[config.mk]
export PLATFORM = sky130hd
export DESIGN_NAME = reg_file_mp_flat
export DESIGN_NICKNAME = d
export VERILOG_FILES = /design/src/rtl/reg_file_mp_if.sv /design/src/rtl/reg_file_mp.sv /design/src/flat_wrapper.sv
export SDC_FILE = /design/constraint.sdc
export NUM_CORES = 1
export LEC_CHECK = 0
export CORE_ASPECT_RATIO = 1.5
export CORE_MARGIN = 2
export CORE_UTILIZATION = 26
export CTS_CLUSTER_DIAMETER = 200
export DETAILED_ROUTE_END_ITERATION = 6
export GPL_ROUTABILITY_DRIVEN = 1
export PLACE_DENSITY = 0.48
export SLEW_MARGIN = 20
export SYNTH_ARGS = -nofsm -noshare
export SYNTH_HDL_FRONTEND = slang
export SYNTH_SLANG_ARGS = --single-unit
[constraint.sdc]
create_clock -name clk -period 3.65 [get_ports clk]
set_clock_uncertainty 0.15 [all_clocks]
set_input_delay 0.9125 -clock clk [delete_from_list [all_inputs] [get_ports clk]]
set_output_delay 0.9125 -clock clk [all_outputs]
set_load 0.005 [all_outputs]
[src/rtl/reg_file_mp_if.sv]
// Register file access bundle: clear request, N_RD read ports, one write port, ready status.
interface reg_file_mp_if #(
    parameter int unsigned DATA_W = 32,
    parameter int unsigned ADDR_W = 5,
    parameter int unsigned N_RD   = 2
);
    logic                     i_clr;
    logic [N_RD-1:0]          i_rd_en;
    logic [N_RD*ADDR_W-1:0]   i_rd_addr;
    logic [N_RD*DATA_W-1:0]   o_rd_dat;
    logic                     i_wr_en;
    logic [ADDR_W-1:0]        i_wr_addr;
    logic [DATA_W-1:0]        i_wr_dat;
    logic                     o_ready;

    modport master (
        output i_clr, i_rd_en, i_rd_addr, i_wr_en, i_wr_addr, i_wr_dat,
        input  o_rd_dat, o_ready
    );

    modport slave (
        input  i_clr, i_rd_en, i_rd_addr, i_wr_en, i_wr_addr, i_wr_dat,
        output o_rd_dat, o_ready
    );
endinterface

[src/rtl/reg_file_mp.sv]
// Multi-read-port register file with registered reads, write-first forwarding
// and a hardware clear sequencer that zeroes the array after reset or on request.
module reg_file_mp #(
    parameter int unsigned DATA_W   = 32,
    parameter int unsigned ADDR_W   = 5,
    parameter int unsigned N_RD     = 2,
    parameter bit          ZERO_REG = 1'b1
) (
    input  logic          clk,
    input  logic          rst,
    reg_file_mp_if.slave  bus
);
    localparam int unsigned       DEPTH = 1 << ADDR_W;
    localparam logic [ADDR_W-1:0] LAST  = ADDR_W'(DEPTH - 1);

    typedef enum logic {CLEAR, IDLE} state_t;

    state_t              state;
    logic [ADDR_W-1:0]   cnt;
    logic [DATA_W-1:0]   mem [DEPTH];

    logic                mem_we;
    logic [ADDR_W-1:0]   mem_wa;
    logic [DATA_W-1:0]   mem_wd;
    logic                wr_zero;
    logic [DATA_W-1:0]   rd_val [N_RD];

    assign wr_zero = ZERO_REG && (bus.i_wr_addr == '0);

    // Array write port is shared between the clear sequencer and writeback.
    always_comb begin
        mem_we = 1'b0;
        mem_wa = bus.i_wr_addr;
        mem_wd = bus.i_wr_dat;
        if (state == CLEAR) begin
            mem_we = 1'b1;
            mem_wa = cnt;
            mem_wd = '0;
        end else if (bus.i_wr_en && !bus.i_clr && !wr_zero) begin
            mem_we = 1'b1;
        end
    end

    always_ff @(posedge clk) begin
        if (!rst && mem_we) begin
            mem[mem_wa] <= mem_wd;
        end
    end

    // Uncleared cells may hold garbage, so every read during CLEAR yields zero.
    for (genvar p = 0; p < N_RD; p++) begin : g_rd
        logic [ADDR_W-1:0] ra;
        logic              fwd;
        assign ra  = bus.i_rd_addr[p*ADDR_W +: ADDR_W];
        assign fwd = (state == IDLE) && bus.i_wr_en && (bus.i_wr_addr == ra);
        assign rd_val[p] = ((ZERO_REG && (ra == '0)) || (state == CLEAR)) ? '0 :
                           fwd ? bus.i_wr_dat : mem[ra];
    end

    // Sequencer state, clear counter, ready flag and registered read data.
    always_ff @(posedge clk) begin
        if (rst) begin
            state        <= CLEAR;
            cnt          <= '0;
            bus.o_ready  <= 1'b0;
            bus.o_rd_dat <= '0;
        end else begin
            for (int unsigned p = 0; p < N_RD; p++) begin
                if (bus.i_rd_en[p]) begin
                    bus.o_rd_dat[p*DATA_W +: DATA_W] <= rd_val[p];
                end
            end
            case (state)
                CLEAR: begin
                    if (bus.i_clr) begin
                        cnt <= '0;
                    end else if (cnt == LAST) begin
                        cnt         <= '0;
                        state       <= IDLE;
                        bus.o_ready <= 1'b1;
                    end else begin
                        cnt <= cnt + ADDR_W'(1);
                    end
                end
                IDLE: begin
                    if (bus.i_clr) begin
                        state       <= CLEAR;
                        cnt         <= '0;
                        bus.o_ready <= 1'b0;
                    end
                end
                default: begin
                    state <= CLEAR;
                    cnt   <= '0;
                end
            endcase
        end
    end
endmodule

[src/flat_wrapper.sv]
// flat-port wrapper written by rule: the top's interface ports become plain ports
module reg_file_mp_flat 
#(
    parameter int unsigned DATA_W   = 32,
    parameter int unsigned ADDR_W   = 5,
    parameter int unsigned N_RD     = 2,
    parameter bit          ZERO_REG = 1'b1
)
  (clk, rst, bus_i_clr, bus_i_rd_en, bus_i_rd_addr, bus_i_wr_en, bus_i_wr_addr, bus_i_wr_dat, bus_o_rd_dat, bus_o_ready);
  reg_file_mp_if #(.DATA_W(DATA_W), .ADDR_W(ADDR_W), .N_RD(N_RD)) bus_i ();
  input  logic clk;
  input  logic rst;
  input wire logic [$bits(bus_i.i_clr)-1:0] bus_i_clr;
  input wire logic [$bits(bus_i.i_rd_en)-1:0] bus_i_rd_en;
  input wire logic [$bits(bus_i.i_rd_addr)-1:0] bus_i_rd_addr;
  input wire logic [$bits(bus_i.i_wr_en)-1:0] bus_i_wr_en;
  input wire logic [$bits(bus_i.i_wr_addr)-1:0] bus_i_wr_addr;
  input wire logic [$bits(bus_i.i_wr_dat)-1:0] bus_i_wr_dat;
  output wire logic [$bits(bus_i.o_rd_dat)-1:0] bus_o_rd_dat;
  output wire logic [$bits(bus_i.o_ready)-1:0] bus_o_ready;
  assign bus_i.i_clr = bus_i_clr;
  assign bus_i.i_rd_en = bus_i_rd_en;
  assign bus_i.i_rd_addr = bus_i_rd_addr;
  assign bus_i.i_wr_en = bus_i_wr_en;
  assign bus_i.i_wr_addr = bus_i_wr_addr;
  assign bus_i.i_wr_dat = bus_i_wr_dat;
  assign bus_o_rd_dat = bus_i.o_rd_dat;
  assign bus_o_ready = bus_i.o_ready;
  reg_file_mp #(.DATA_W(DATA_W), .ADDR_W(ADDR_W), .N_RD(N_RD), .ZERO_REG(ZERO_REG)) u_core (.clk(clk), .rst(rst), .bus(bus_i));
endmodule
Word level (Yosys, flattened, before mapping). Memory sizes are Yosys's and may differ from the RTL's. Index checks and enable logic that the tools add are counted.

Register bits after elaboration: 71. Input bits: 53. Memories: 1. Word-level logic and storage cells: 51. Bits in writable memories: 1024.

Reductions and logical operators: 15. Bitwise operators: 1. Multiplexer cells: 22. Add/subtract/negate cells: 1. Equality and inequality tests: 6.

Memories: u_core.mem (depth 32, width 32, read ports 2, clocked after memory_dff 0, wr ports 1, RTL line reg_file_mp.sv:20) `logic [DATA_W-1:0] mem [DEPTH];`.

Operators with widths (count): $mux W32 (5); $mux W5 (4); $logic_not A5 Y1 (3); $eq A5 B5 Y1 (2); $mux W1 (10); $pmux W5 S2 (1); $logic_and A1 B1 Y1 (6); $ne A2 B2 Y1 const B (3); $add A5 B1 Y5 const B (1); $eq A5 B5 Y1 const B (1); $pmux W1 S2 (2); $logic_not A1 Y1 (3); $reduce_and A3 Y1 (1); $logic_or A1 B1 Y1 (2); $not A1 Y1 (1).

Logic depth before layout (Yosys ltp). Gate-level depths: netlist of run 1.

Depth after elaboration: 8. Depth in mapped cells: 9. Mapped depth without buffers: 6.

Least setup slack after synthesis of run 1. Ideal clock, no wire load.

Kind: input to register. Start point: input port bus_i_wr_addr[3]. End point: memory u_core.mem[10][0], enable pin. Setup time: 0.421 ns. Arrival time: 3.231 ns. Stages: 6. Path buffers: 1. Slack: -0.152 ns. Cells stage by stage: clkbuf_1 -> or4_1 -> o21ai_0 -> a21oi_1 -> o21ai_1 -> nor2_1.

Word-level cells in the longest chain between the ends: 8. Elaborated cells on any way between the ends: 9. Those cells by class: mux (5); reduce/logical (4).

RTL lines: start: declaration (RTL line flat_wrapper.sv:17) `input wire logic [$bits(bus_i.i_wr_addr)-1:0] bus_i_wr_addr;`; $logic_not A5 Y1 (RTL line reg_file_mp.sv:28) `assign wr_zero = ZERO_REG && (bus.i_wr_addr == '0);`; $logic_not A1 Y1 (RTL line reg_file_mp.sv:39) `end else if (bus.i_wr_en && !bus.i_clr && !wr_zero) begin`; $logic_and A1 B1 Y1 (RTL line reg_file_mp.sv:39); $mux W1 (RTL line reg_file_mp.sv:39); $mux W1 (RTL line reg_file_mp.sv:35) `if (state == CLEAR) begin`; $logic_and A1 B1 Y1 (RTL line reg_file_mp.sv:45) `if (!rst && mem_we) begin`; $mux W1 (RTL line reg_file_mp.sv:45); $mux W1 (implied by the code) (RTL line reg_file_mp.sv:46) `mem[mem_wa] <= mem_wd;`; end: declaration (RTL line reg_file_mp.sv:20).

Several ways; a longest one is shown, not always the timed one.

Worst setup path after layout of run 1.
Start point: input port bus_i_wr_addr[2]. End point: memory u_core.mem[15][14], enable pin.

Same word-level chain as after synthesis.

==> metrics.txt, run 1 <==
Rows 197; WS Path Type input port to flop; Synth async-reset ratio 0; largest net degree at the start of global routing 65; Clock H-tree levels 3; core area 0.192 mm2; Hold Fails Final Rpt 0; DP Wirelength 114 mm; WL/cell 32.9 um; CP Capture Type flop; Final period util 0.889; fin util 0.316; clk buf depth 3; post-synthesis sequential area ratio 0.642; via-per-instance ratio 5.34; routed vias 28593; TritonRoute pass-1 iters 7; initial antenna violation count 7; HP Class flop to flop; post-layout min period 3.24 ns; Tightest Pin Transition 1.12 ns; Routed Antenna Nets 0; WP data required 3.91 ns; clock tree root driver cell clkbuf_16; Post-synth EDFFs 1024; Nets 2828; fillcell total 18351; Post-Synthesis Cells 2509; post-route cell area 0.0606 mm2; Initial Util 0.261; cell taking the most area after synthesis edfxtp_1; Synth Register Bits 1095; clock sink total 1095; Die ar. 0.196 mm2; RD Place Congestion 0.789; static leakage 17.5 nW; RSZ-0062 raised after global routing false; Top Ports 118; Area after DPL 0.0570 mm2; drt total wl 176 mm; die width 362 um; PnR worst setup slack 0.405 ns; synthesized cell area 0.0501 mm2; CTS resizes 0; Initial DRC Count 3117; Max-cap violations 0; port bufs 117; Avg Inst Size Synth 20.0 um2; Post-CTS Hold Buffers 0; gr ovfl total 0; postcts setup bufs 0; CP Data Arrival Time 3.50 ns; PD cells 450 mW/mm2; first-pass GRT wire length 243 mm; final hold slack 0.358 ns; fraction of layout cells with a size suffix above 1 0.371; top cell type's share of synthesized area 0.614; yosys warns 0; P&R area growth vs syn 20.9%; Die Y 542 um; pins over their slew limit 0; Post-synth top flop edfxtp_1; clk slew on worst S/H paths 0.06 ns; fmax 308 MHz; count leader, synth edfxtp_1; status finished, final reports clean; Worst setup SP type input port; Post-Place Worst Slack -0.327 ns; total CTS buffers 102; Overall Global Routing Usage 0.177; Netlist cell types 41; Worst Path Max Fanout 32; CTS tree done; Commonest cells post-synth 1024 x edfxtp_1, 574 x mux4_2, 212 x nand2_1, 132 x a22oi_1, 93 x clkbuf_1; Syn Nets 2564; worst skew pair latency 0.72 ns; final setup fails 0; DRC viols 0; Peak VDD IR 347 uV; vias in the first global route 30230; Slew headroom 0.251; top cells by area, synth edfxtp_1 61%, mux4_2 26%, dfxtp_1 2.8%
## area by class of cell
type	count	area, um2	share of cell area
inverters	5	21.3	0.000351
repair buffers	378	4540	0.0749
flip-flops and latches	1095	32200	0.531
diodes	2	5.00	0.0000826
clock inverters	60	788	0.0130
clock buffers	134	2820	0.0465
well taps	2487	3110	0.0514
multi-input cells	1191	17100	0.283
## path summary, 6_finish.rpt
kind,from,endpoint,slack (ns),cells after the start
setup reg to reg,u_core.state,u_core.mem[25][10],0.80,6
hold reg to reg,u_core.bus.o_rd_dat[50],u_core.bus.o_rd_dat[50],0.36,2
setup / recovery,bus_i_wr_addr[2],u_core.mem[15][14],0.41,9
hold / removal,u_core.bus.o_rd_dat[50],u_core.bus.o_rd_dat[50],0.36,2
## flip-flops by register name (all words and copies together) (netlist names)
| name | cells |
|---|---|
| u_core.cnt | 5 |
| u_core.state | 1 |
| u_core.bus.o_rd_dat | 64 |
| u_core.bus.o_ready | 1 |
| u_core.mem | 1024 |
## worst max-delay path: stages
cell	delay, ns
clkdlybuf4s50_1	0.46
or4_1	0.48
o21ai_0	0.41
a21oi_1	0.22
buf_4	0.22
nand2_1	0.22
buf_4	0.26
nor2_4	0.06
buf_12	0.21
## metrics by stage
stage / total power [W] / setup TNS, ns / instances
6_report: 0.0273 / 0 / 5352
5_1_grt: 0.0280 / 0 / 5351
3_5_place_dp: 0.0159 / -152.17 / 5156
4_1_cts: 0.0276 / 0 / 5350
3_3_place_gp: 0.0159 / -167.90 / 5156
2_1_floorplan: 0.0150 / -138.36 / 2509
## report_power, final
| part | leakage [nW] | internal, W | switching, W |
|---|---|---|---|
| Clock | 1.76 | 0.00673 | 0.00494 |
| Sequential | 8.92 | 0.0135 | 0.0000180 |
| Combinational | 6.80 | 0.000901 | 0.00112 |
## logic make-up (layout without fill, tap and decap cells)
family | after synthesis | in the layout | synth area share
flops | 1095 | 1095 | 0.642
mux | 578 | 578 | 0.259
simple gates | 318 | 318 | 0.0274
compound gates | 283 | 283 | 0.0465
buf+inv | 223 | 577 | 0.0226
xor+xnor | 10 | 10 | 0.00175
fa+ha+maj | 2 | 2 | 0.000500
other cells | 0 | 2 | 0
## placed cells by master (no fill, tap or decap), types with 6 or more instances in the layout
cell and n:
a221oi_1 64, a222oi_1 64, a22oi_1 132, and2_1 32
buf_12 112, buf_4 154, bufinv_16 18, clkbuf_1 21
clkbuf_16 105, clkbuf_8 8, clkdlybuf4s50_1 108, clkinv_1 8
clkinv_2 22, clkinvlp_4 6, dfxtp_1 70, edfxtp_1 1024
mux4_2 574, nand2_1 212, nor2_1 10, nor2_4 34
o21ai_0 6, xor2_1 9
## routing by layer
| metal | part of all wire | routed length, um | global-route usage | vias to the layer above |
|---|---|---|---|---|
| li1 | - | - | - | 11545 |
| met1 | 0.39 | 68100 | 0.217 | 15680 |
| met2 | 0.52 | 92000 | 0.318 | 1098 |
| met3 | 0.053 | 9400 | 0.0244 | 270 |
| met4 | 0.036 | 6380 | 0.0646 | 0 |
| met5 | 0 | 0 | 0 | - |
Note: power is estimated with default switching activity, not from simulation.
==> run 2, diff against run 1 <==
--- a/config.mk
+++ b/config.mk
@@ -12,6 +12,7 @@
 export DETAILED_ROUTE_END_ITERATION = 6
 export GPL_ROUTABILITY_DRIVEN = 1
 export PLACE_DENSITY = 0.48
+export REMOVE_ABC_BUFFERS = 1
 export SLEW_MARGIN = 20
 export SYNTH_ARGS = -nofsm -noshare
 export SYNTH_HDL_FRONTEND = slang
==> run 2 against run 1 <==
The run now ends with DRC left. Combinational power barely moved. Flip-flop and latch count did not move. Critical path type unchanged. Sequential power barely moved. Via count is 0.79% lower. Largest power group unchanged. Total power shrank 0.44%. Final cell count increased by 1.2%. Non-clock buffer count increased by 63. Highest routed layer unchanged. Worst hold slack got worse by 0.011 ns. Die area is the same. Maximum frequency up 6.2%. Routed wire length is 1.9% lower.
==> metrics.txt, run 2 (synthesis results as in run 1) <==
met3 wire len 7.55 mm; Initial Util 0.261; Initial DRC Count 2899; r2r setup slk 0.76 ns; HP Class flop to flop; PnR worst setup slack 0.596 ns; CTS resizes 0; CP Data Arrival Time 3.33 ns; Rows 197; core area 0.192 mm2; largest net degree at the start of global routing 67; max layer used met4; sequential standard cell area 0.0322 mm2; via-per-instance ratio 5.24; Reg2Reg Launch Point u_core.state; fin util 0.319; Die Y 542 um; largest registers u_core.mem: 1024 flops, u_core.bus.o_rd_dat: 64 flops, u_core.cnt: 5 flops; fmax 327 MHz; RD Place Congestion 0.819; Tightest Pin Transition 0.689 ns; Final period util 0.837; routed vias 28366; failing checks DRC; Die ar. 0.196 mm2; pins over their slew limit 0; Max-cap violations 0; commonest cells after routing, fill and taps aside 1024 x edfxtp_1, 574 x mux4_2, 212 x nand2_1; reg2reg end u_core.bus.o_rd_dat[6]; WL/cell 31.9 um; hold depth 2; clock tree root driver cell clkbuf_16; Largest register FFs 1024; DRC viols 19; Clock H-tree levels 3; DP Wirelength 120 mm; Nets 2891; die width 362 um; Worst Reg-to-Reg Cells 7; port bufs 117; CP Capture Type flop; status finished with violations; Overall Global Routing Usage 0.174; static leakage 17.8 nW; clk buf depth 3; fillcell total 18271; final setup fails 0; register with the most flip-flops u_core.mem; Hold Fails Final Rpt 0; Worst setup SP type input port; Hold Crit Start u_core.bus.o_ready; DRT met1 WL 59.7 mm; Top Ports 118; Worst Path Max Fanout 14; WS Path Type input port to flop; drt total wl 172 mm; TritonRoute pass-1 iters 7; CTS tree done; hold endpoint u_core.bus.o_ready; vias in the first global route 29966; initial antenna violation count 7; PD cells 443 mW/mm2; Peak VDD IR 365 uV; fraction of layout cells with a size suffix above 1 0.386; WP data required 3.92 ns; Post-CTS Hold Buffers 0; post-layout min period 3.05 ns; Post-Place Worst Slack -0.264 ns; gr ovfl total 0; P&R area growth vs syn 22.3%; clk slew on worst S/H paths 0.06 ns; clock sink total 1095; total CTS buffers 102; area of the multi-input gates 0.0171 mm2; met2 wire length 98.3 mm; Slew headroom 0.537; first-pass GRT wire length 239 mm; worst skew pair latency 0.72 ns; RSZ-0062 raised after global routing false; most common cell after layout, fill and taps aside edfxtp_1; postcts setup bufs 0; Routed Antenna Nets 0
## run 2: changes by cell type in the layout (fill, tap and decap cells not counted), moves of 3 or more
cell	change
clkbuf_1	-5
buf_4	+44
bufinv_16	-3
buf_12	+19
clkinv_8	+4
## run 2: stage by stage
step	setup TNS, ns	instance area [um2]	total power (W)	hold slack (ns)	instances
after floorplan	0	49000	0.0147	0.327	2291
after global placement	-241.82	57700	0.0159	0.334	5218
after detailed placement	-151.12	57700	0.0159	0.342	5219
after CTS	0	61200	0.0274	0.357	5410
after global routing	0	61300	0.0279	0.367	5412
final	0	61300	0.0271	0.348	5414
## run 2: layout make-up
class,instances,area share
Timing Repair Buffer,441,0.0857
Clock inverter,64,0.0132
Clock buffer,127,0.0450
Multi-Input combinational cell,1191,0.280
Antenna cell,4,0.000163
Inverter,5,0.000306
Sequential cell,1095,0.525
Tap cell,2487,0.0508
## run 2: routing by layer
layer | up-vias | global-route usage
met5 | - | 0
met4 | 0 | 0.0671
met3 | 260 | 0.0218
met2 | 945 | 0.341
met1 | 15510 | 0.186
li1 | 11651 | -
## run 2: worst max path at each step
stage,from,cells past startpoint,end,slack [ns]
3_3_place_gp,bus_i_wr_en,8,u_core.mem[14][26],-0.67
5_1_grt,bus_i_wr_en,11,u_core.mem[25][16],0.49
4_1_cts,bus_i_wr_en,11,u_core.mem[25][16],0.51
3_5_place_dp,bus_i_wr_en,11,u_core.mem[25][18],-0.26
6_report,bus_i_wr_en,11,u_core.mem[25][16],0.60
2_1_floorplan,u_core.state,3,u_core.mem[0][0],0.07
## run 2: report_power, final
part           switching, W  total, W  internal [W]
Sequential        0.0000188    0.0136        0.0135
Combinational       0.00112   0.00204      0.000917
Clock               0.00505    0.0115       0.00648
Total               0.00620    0.0271        0.0209
## run 2: worst max-delay path: stages
cell             delay (ns)
clkdlybuf4s50_1        0.48
nor2b_1                0.29
buf_4                  0.17
o21ai_0                0.10
buf_4                  0.17
a21oi_1                0.20
buf_4                  0.18
nand2_1                0.09
buf_12                 0.19
nor2_4                 0.29
buf_12                 0.22
